===== src/rtl/scanner_source_arbiter.sv =====
// Light-source arbiter for scan (req0) and calibration (req1) exposures.
// Define SCANNER_ARB_ROUND_ROBIN_EN for round-robin; default is fixed req0 priority.
module scanner_source_arbiter #(
  parameter int EXP_W        = 8,
  parameter int RAMP_TIMEOUT = 8,
  parameter int MIN_OFF      = 4,
  parameter int MAX_ERR      = 3
) (
  input  logic             clk,
  input  logic             reset,
  input  logic [1:0]       req,
  input  logic [EXP_W-1:0] exp_len0,
  input  logic [EXP_W-1:0] exp_len1,
  input  logic             env_ok,
  input  logic             source_on,
  input  logic             fault_clr,
  output logic             cmd_source_active,
  output logic [1:0]       gnt,
  output logic [1:0]       done,
  output logic             err,
  output logic             busy,
  output logic             fault
);

  localparam int RW = $clog2(RAMP_TIMEOUT + 1);
  localparam int CW = $clog2(MIN_OFF + 1);
  localparam int EW = $clog2(MAX_ERR + 1);

  typedef enum logic [2:0] {
    IDLE, RAMP, EXPOSE, COOL, FAULT
  } state_t;

  state_t           state;
  logic             win;
  logic             pick;
  logic [EXP_W-1:0] sel_len;
  logic [EXP_W-1:0] exp_cnt;
  logic [RW-1:0]    ramp_cnt;
  logic [CW-1:0]    cool_cnt;
  logic [EW-1:0]    err_cnt;
  logic [EW-1:0]    err_nxt;
  logic             active;
  logic             cancel;
  logic             abort_ev;
  logic             complete;
  logic             finish;

`ifdef SCANNER_ARB_ROUND_ROBIN_EN
  logic ptr;
  assign pick = (req == 2'b11) ? ptr : ~req[0];
`else
  assign pick = ~req[0];
`endif

  assign sel_len = pick ? exp_len1 : exp_len0;
  assign err_nxt = err_cnt + EW'(1);
  assign active  = (state == RAMP) || (state == EXPOSE);
  assign cancel  = active && !req[win];

  // Expiry beats a same-cycle source loss.
  assign complete = (state == EXPOSE) && !cancel &&
                    (exp_cnt == EXP_W'(1));

  // A source rise on the timeout cycle still counts as success.
  assign abort_ev = !cancel && (
    ((state == RAMP) && (!env_ok ||
      (!source_on && ramp_cnt == RW'(RAMP_TIMEOUT - 1)))) ||
    ((state == EXPOSE) && (exp_cnt != EXP_W'(1)) &&
      (!source_on || !env_ok)));

  assign finish = cancel || complete || abort_ev;

  always_ff @(posedge clk) begin
    if (reset) begin
      state             <= IDLE;
      cmd_source_active <= 1'b0;
      gnt               <= 2'b00;
      done              <= 2'b00;
      err               <= 1'b0;
      busy              <= 1'b0;
      fault             <= 1'b0;
      win               <= 1'b0;
      exp_cnt           <= '0;
      ramp_cnt          <= '0;
      cool_cnt          <= '0;
      err_cnt           <= '0;
`ifdef SCANNER_ARB_ROUND_ROBIN_EN
      ptr               <= 1'b0;
`endif
    end else begin
      done <= 2'b00;
      err  <= 1'b0;
      unique case (state)
        IDLE: begin
          if (env_ok && |req) begin
            win               <= pick;
            gnt               <= pick ? 2'b10 : 2'b01;
            cmd_source_active <= 1'b1;
            busy              <= 1'b1;
            ramp_cnt          <= '0;
            exp_cnt           <= (sel_len == '0) ? EXP_W'(1)
                                                 : sel_len;
            state             <= RAMP;
          end
        end
        RAMP: begin
          if (!finish) begin
            if (source_on) state <= EXPOSE;
            else ramp_cnt <= ramp_cnt + RW'(1);
          end
        end
        EXPOSE: begin
          if (!finish) exp_cnt <= exp_cnt - EXP_W'(1);
        end
        COOL: begin
          if (cool_cnt == CW'(MIN_OFF - 1)) begin
            state <= IDLE;
            busy  <= 1'b0;
          end else begin
            cool_cnt <= cool_cnt + CW'(1);
          end
        end
        FAULT: begin
          if (fault_clr) begin
            fault   <= 1'b0;
            err_cnt <= '0;
            state   <= IDLE;
          end
        end
        default: state <= IDLE;
      endcase
      if (finish) begin
        cmd_source_active <= 1'b0;
        gnt               <= 2'b00;
        cool_cnt          <= '0;
        state             <= COOL;
`ifdef SCANNER_ARB_ROUND_ROBIN_EN
        ptr               <= ~win;
`endif
        if (complete) begin
          done    <= win ? 2'b10 : 2'b01;
          err_cnt <= '0;
        end
        if (abort_ev) begin
          done    <= win ? 2'b10 : 2'b01;
          err     <= 1'b1;
          err_cnt <= err_nxt;
          if (err_nxt == EW'(MAX_ERR)) begin
            state <= FAULT;
            fault <= 1'b1;
            busy  <= 1'b0;
          end
        end
      end
    end
  end

endmodule


===== config.mk =====
export PLATFORM = sky130hd
export DESIGN_NAME = scanner_source_arbiter
export DESIGN_NICKNAME = d
export VERILOG_FILES = /design/src/rtl/scanner_source_arbiter.sv
export SDC_FILE = /design/constraint.sdc
export NUM_CORES = 1
export LEC_CHECK = 0
export ABC_AREA = 1
export CAP_MARGIN = 20
export CELL_PAD_IN_SITES_DETAIL_PLACEMENT = 0
export CELL_PAD_IN_SITES_GLOBAL_PLACEMENT = 2
export CORE_ASPECT_RATIO = 1.25
export CORE_MARGIN = 8
export CORE_UTILIZATION = 30
export CTS_CLUSTER_SIZE = 14
export DETAILED_ROUTE_END_ITERATION = 10
export GPL_ROUTABILITY_DRIVEN = 0
export GPL_TIMING_DRIVEN = 0
export PLACE_DENSITY = 0.86
export SYNTH_ARGS = -nofsm -noshare
export SYNTH_HDL_FRONTEND = slang
export SYNTH_SLANG_ARGS = --single-unit
export TNS_END_PERCENT = 5

===== constraint.sdc =====
create_clock -name clk -period 2.7 [get_ports clk]
set_clock_uncertainty 0.15 [all_clocks]
set_input_delay 0.54 -clock clk [delete_from_list [all_inputs] [get_ports clk]]
set_output_delay 0.54 -clock clk [all_outputs]
set_load 0.03 [all_outputs]

==> Word level (Yosys, flattened, before mapping) <==
Cells that the tools add are included.
{ "op_classes": {"addsub": 4, "magnitude_cmp": 1, "n_eq_ne": 18, "muxes": 40, "bitwise": 3, "reduce_logical": 31} }
{ "op_table": {"columns": ["cell", "count"], "rows": [
  ["$mux 8", 4],
  ["$mux 3", 7],
  ["$mux 2", 9],
  ["$pmux 8 s2", 1],
  ["$pmux 3 s5", 1],
  ["$mux 1", 13],
  ["$mux 4", 3],
  ["$ne 3x3->1 const B", 4],
  ["$ne 2x2->1 const B", 5],
  ["$eq 3x2->1 const B", 3],
  ["$logic_and 1x1->1", 9],
  ["$eq 8x1->1 const B", 1],
  ["$logic_not 8->1", 1],
  ["$ne 8x1->1 const B", 1],
  ["$pmux 4 s2", 1],
  ["$sub 8x1->8 const B", 1],
  ["$logic_or 1x1->1", 6],
  ["$reduce_or 2->1", 3],
  ["$reduce_and 5->1", 1],
  ["$add 4x1->4 const B", 1],
  ["$eq 4x3->1 const B", 1],
  ["$logic_not 1->1", 4],
  ["$reduce_and 2->1", 2],
  ["$reduce_and 4->1", 1],
  ["other kinds (11)", 14]
]} }
{ "totals": {"ff_bits": 29, "inputBits": 23, "out_inout_bits": 8} }

==> Longest topological paths before layout <==
{ "depth": {"ltp_word": 11, "ltp_mapped": 13} }

==> Worst setup path after synthesis <==
OpenSTA, ideal clock, no wires.
{ "synth_path": {"path_kind": "input to register", "startpoint": "in req[0]", "endpoint": "reg exp_cnt[7]", "t_arrival_ns": 1.463, "t_required_ns": 2.435, "setup_slack_ns": 0.973, "path_stages": 9, "n_path_buf": 1, "cell_sequence": "o21ai_1 > a21oi_4 > nand2_4 > nand3_4 > nand2_2 > buf_6 > nand2_1 > a21oi_1 > nor2_1"} }
{ "synth_via": {"elab_chain_len": 11, "word_cells_on_any_way": 20, "classes_between": "eq/ne (2); mux (6); reduce/logical (12)"} }
{ "synth_lines": {"columns": ["element", "line_no", "rtl"], "rows": [
  ["start: declaration", "11", "input logic [1:0] req,"],
  ["$mux 1 (implied by the code) (2 in series)", "58", "assign cancel = active && !req[win];"],
  ["$logic_not 1->1", "58", null],
  ["$logic_and 1x1->1", "58", null],
  ["$logic_not 1->1", "61, 65", null],
  ["$logic_and 1x1->1 (2 in series)", "61", "assign complete = (state == EXPOSE) && !cancel &&"],
  ["$logic_or 1x1->1 (2 in series)", "71", "assign finish = cancel || complete || abort_ev;"],
  ["$ne 2x2->1 (no line)", null, null],
  ["$reduce_and 3->1 (no line)", null, null],
  ["end signal: assignment", "101", "exp_cnt <= (sel_len == '0) ? EXP_W'(1)"],
  ["end signal: assignment", "113", "if (!finish) exp_cnt <= exp_cnt - EXP_W'(1);"],
  ["end: declaration", "37", "logic [EXP_W-1:0] exp_cnt;"]
]} }
Several ways; a longest one is shown, not always the timed one. The select of a mux whose other input is x is not followed.
A chain may end at the register's enable or synchronous reset.

==> Final worst setup path <==
Ends and elaborated chain as after synthesis.

==> metrics.json <==
{
  "global_routing": {
    "grt-ovfl-total": 0,
    "pin_count_of_the_biggest_net_entering_global_routing": 11,
    "total_routing_usage_gr_pct": 11.5,
    "grt_pass1_vias": 1737,
    "initial_antenna_violation_count": 0,
    "grt_pass1_wl_mm": 7.95
  },
  "finish": {
    "area_growth_syn_to_layout_pct": 28.1,
    "n_antenna_cell": 0,
    "drive_above_1_share_pct": 11.6,
    "final_area_sq_um": 2210,
    "fill_cells": 614,
    "final_net_count": 321,
    "layout_common_cells": "sky130_fd_sc_hd__nand2_1 (61), sky130_fd_sc_hd__nor2_1 (30), sky130_fd_sc_hd__clkdlybuf4s50_1 (30)",
    "layout.cells.most_common": "sky130_fd_sc_hd__nand2_1"
  },
  "cts": {
    "post_cts.resized_instances": 0,
    "ctsHoldBuffers": 0,
    "cts_inserted_buffers": 5,
    "numClockSinks": 29,
    "count_of_buffers_added_by_post_cts_timing_repair_for_setup": 0,
    "htreeDepth": 2,
    "number_of_buffers_between_clock_root_and_the_deepest_sink": 2,
    "clkTransAtPathRegs_ns": 0.06,
    "cts_tree": "done",
    "clock_insertion_delay_worst_skew_ns": 0.28,
    "cts-root-buf": "sky130_fd_sc_hd__clkbuf_8"
  },
  "synthesis": {
    "mappedNetlistNets": 284,
    "synth.lib_cells_used.distinct": 37,
    "syn_inst": 255,
    "synth_top_cell_by_area": "sky130_fd_sc_hd__dfxtp_1",
    "synth_top_cells_by_area": "sky130_fd_sc_hd__dfxtp_1 (34%), sky130_fd_sc_hd__nand2_1 (13%), sky130_fd_sc_hd__nor2_1 (6.5%)",
    "synth_sequential_area_ratio_pct": 33.6,
    "synth_largest_type_area_fraction_pct": 33.6,
    "avgSynthCellArea_sq_um": 6.77,
    "post_synth_instance_area_sq_um": 1730,
    "count_of_state_elements_after_synthesis": 29,
    "ys.warnings.count": 0
  },
  "worst_setup_path": {
    "r2r_worst_path_depth": 9,
    "data_arrival_critical_path_ns": 2.28,
    "start_kind": "primary input",
    "max_stage_delay_ns": 0.61,
    "r2r_start": "state[0]$_SDFFE_PP0P_",
    "timing.setup.critical_path_class": "in2reg",
    "top_family_by_delay_on_critical_path": "buffers and inverters",
    "cp-end-kind": "register",
    "timing.critical_path.required_ns": 2.72,
    "cp_num_buf_inv": 3,
    "crit_slowest_cell": "sky130_fd_sc_hd__clkdlybuf4s50_1",
    "crit_chain": "clkdlybuf4s50_1 > o21ai_1 > nor2_2 > inv_2 > nand2_2 > buf_6 > nand2_1 > a21oi_1 > nor2_1",
    "timing.rr.end": "exp_cnt[7]$_SDFFE_PP0P_",
    "r2r_slack_ns": 0.74,
    "critical_path_peak_fanout": 10
  },
  "place": {
    "hpwl_detailed_mm": 3.54,
    "placed_cell_area_sq_um": 2110,
    "quantity_of_i_o_buffers_inserted_on_ports": 30
  },
  "power_and_ir_drop": {
    "powerDensity_nw_per_um2": 932,
    "max-vdd-ir-drop_uv": 432,
    "p_leak_uw": 0.000951
  },
  "detailed_routing": {
    "avgRoutedWirePerCell_microns": 12.8,
    "initialDrtViolationCount": 69,
    "route.detailed.vias_per_inst": 4.80,
    "antenna_violating_nets_post_route": 0,
    "drt_pass_1_iters": 7,
    "remaining_drc_errors": 0,
    "routed-via-count": 1723,
    "drt_wl_total_mm": 4.60
  },
  "run_status": {
    "outcome": "finished clean"
  },
  "floorplanning": {
    "floorplan.initialDensity_pct": 30.5,
    "dieWidth_microns": 83.8,
    "ios": 31,
    "die_area_sq_um": 8450,
    "core_area_sq_um": 5660,
    "placementRows": 31,
    "floorplan.die.height_microns": 101
  },
  "timing": {
    "period_share_pct": 83.8,
    "final_setup_violation_count": 0,
    "timing.final.crit_period_ns": 2.26,
    "grt_setup_unrepaired": "false",
    "final-max-slew-violation-count": 0,
    "finalHoldViolations": 0,
    "relSlewSlack_pct": 59.5,
    "setup_tns_ns": 0,
    "max_slew.worst_pin.slew_ns": 0.607,
    "fmax_mhz": 442
  },
  "hold_path": {
    "timing.hold.worst_endpoint": "cool_cnt[2]$_SDFFE_PP0P_",
    "min_delay_path_depth": 2,
    "hp-class": "reg2reg",
    "hp-start": "cool_cnt[2]$_SDFFE_PP0P_"
  },
  "job": {
    "maxCapViolCount": 0
  }
}
## area by class of cell
class	count	area [sq um]	share of cell area (%)
clock inverter	1	5.00	0.227
sequential	29	581	26.3
inverter	30	113	5.10
multi-input combinational	191	1000	45.5
tap	66	82.6	3.74
clock buffer	7	96.3	4.36
timing repair buffer	30	300	13.6
buffer	5	27.5	1.25
## how the worst max path moves through the flow
stage | from | to | slack, ns | cells after the start
after floorplan | req[0] | exp_cnt[7]$_SDFFE_PP0P_ | 0.97 | 9
after global placement | req[0] | exp_cnt[7]$_SDFFE_PP0P_ | 0.11 | 9
after detailed placement | req[0] | exp_cnt[7]$_SDFFE_PP0P_ | 0.1 | 9
after CTS | req[0] | exp_cnt[7]$_SDFFE_PP0P_ | 0.39 | 9
after global routing | req[0] | exp_cnt[7]$_SDFFE_PP0P_ | 0.29 | 9
final | req[0] | exp_cnt[7]$_SDFFE_PP0P_ | 0.44 | 9
## cell families (layout without fill, tap and decap cells)
logic type	Yosys count	in the layout	synth area share, %
AO/OA/AOI/OAI	47	47	15.4
AND/OR/NAND/NOR	131	131	34.6
adder cells (fa/ha/maj)	6	6	4.35
multiplexers	3	3	1.81
XOR/XNOR	4	4	2.03
flip-flops	29	29	33.6
buffers and inverters	35	73	8.12
## report_power, final
| part | switching (uW) | leakage, uW | internal [uW] | total [uW] |
|---|---|---|---|---|
| registers | 105 | 0.000237 | 542 | 648 |
| clock network | 165 | 0.0000542 | 230 | 395 |
| logic | 620 | 0.000660 | 396 | 1020 |
| total | 891 | 0.000951 | 1170 | 2060 |
## flip-flops by register name, summed over array words and instances (netlist names), 2 cells and up
name      cells
state         3
exp_cnt       8
cool_cnt      3
gnt           2
err_cnt       2
ramp_cnt      4
done          2
## per-stage QoR
stage | std cells | worst slack (ns) | utilization, % | power [uW] | hold WS, ns
after floorplan | 255 | 0.973 | - | 1410 | 0.282
after global placement | 351 | 0.106 | 37.2 | 1680 | 0.297
after detailed placement | 351 | 0.0990 | 37.2 | 1680 | 0.308
after CTS | 359 | 0.387 | 39.0 | 2090 | 0.318
after global routing | 359 | 0.290 | 39.0 | 2270 | 0.343
final | 359 | 0.437 | 39.0 | 2060 | 0.317
## cell usage after synthesis
library cell / instances
sky130_fd_sc_hd__nor2_2: 2
sky130_fd_sc_hd__o211ai_1: 1
sky130_fd_sc_hd__buf_2: 1
sky130_fd_sc_hd__mux2_2: 1
sky130_fd_sc_hd__nand2_2: 3
sky130_fd_sc_hd__nand4_1: 1
sky130_fd_sc_hd__a211oi_1: 1
sky130_fd_sc_hd__clkbuf_1: 3
sky130_fd_sc_hd__nor3_1: 4
sky130_fd_sc_hd__nor3_2: 1
sky130_fd_sc_hd__a211o_1: 1
sky130_fd_sc_hd__nand2_4: 2
sky130_fd_sc_hd__nand2_1: 61
sky130_fd_sc_hd__xor2_1: 2
sky130_fd_sc_hd__xnor2_1: 2
sky130_fd_sc_hd__nand3_4: 1
sky130_fd_sc_hd__nand3_1: 17
sky130_fd_sc_hd__a21oi_2: 1
sky130_fd_sc_hd__a21oi_1: 16
sky130_fd_sc_hd__nand3_2: 1
sky130_fd_sc_hd__buf_6: 1
sky130_fd_sc_hd__mux2i_1: 2
sky130_fd_sc_hd__nor2_1: 30
sky130_fd_sc_hd__a21oi_4: 1
sky130_fd_sc_hd__ha_1: 6
sky130_fd_sc_hd__inv_1: 24
sky130_fd_sc_hd__o21ai_2: 1
sky130_fd_sc_hd__inv_2: 6
sky130_fd_sc_hd__o21ai_1: 5
sky130_fd_sc_hd__or2_2: 4
sky130_fd_sc_hd__nand3b_1: 2
sky130_fd_sc_hd__and3_1: 1
sky130_fd_sc_hd__o21ai_0: 18
sky130_fd_sc_hd__a22oi_1: 1
sky130_fd_sc_hd__o22ai_1: 1
sky130_fd_sc_hd__or2_1: 1
sky130_fd_sc_hd__dfxtp_1: 29
## metal layers
metal	part of all wire [%]	vias up	track usage, %
li1	-	905	-
met1	41	781	11.3
met2	54	35	22.5
met3	4.1	2	2.75
met4	0.57	0	3.99
met5	0	-	0
## worst reg2reg max path, stage by stage, from the launching register on
cell and delay, ns:
sky130_fd_sc_hd__dfxtp_1 0.39, sky130_fd_sc_hd__nor3_2 0.33, sky130_fd_sc_hd__inv_2 0.08, sky130_fd_sc_hd__nor2_2 0.27, sky130_fd_sc_hd__inv_2 0.19, sky130_fd_sc_hd__nand2_2 0.12, sky130_fd_sc_hd__buf_6 0.14, sky130_fd_sc_hd__nand2_1 0.05
sky130_fd_sc_hd__a21oi_1 0.11, sky130_fd_sc_hd__nor2_1 0.05
No activity file was read; power rests on OpenSTA's default activity.
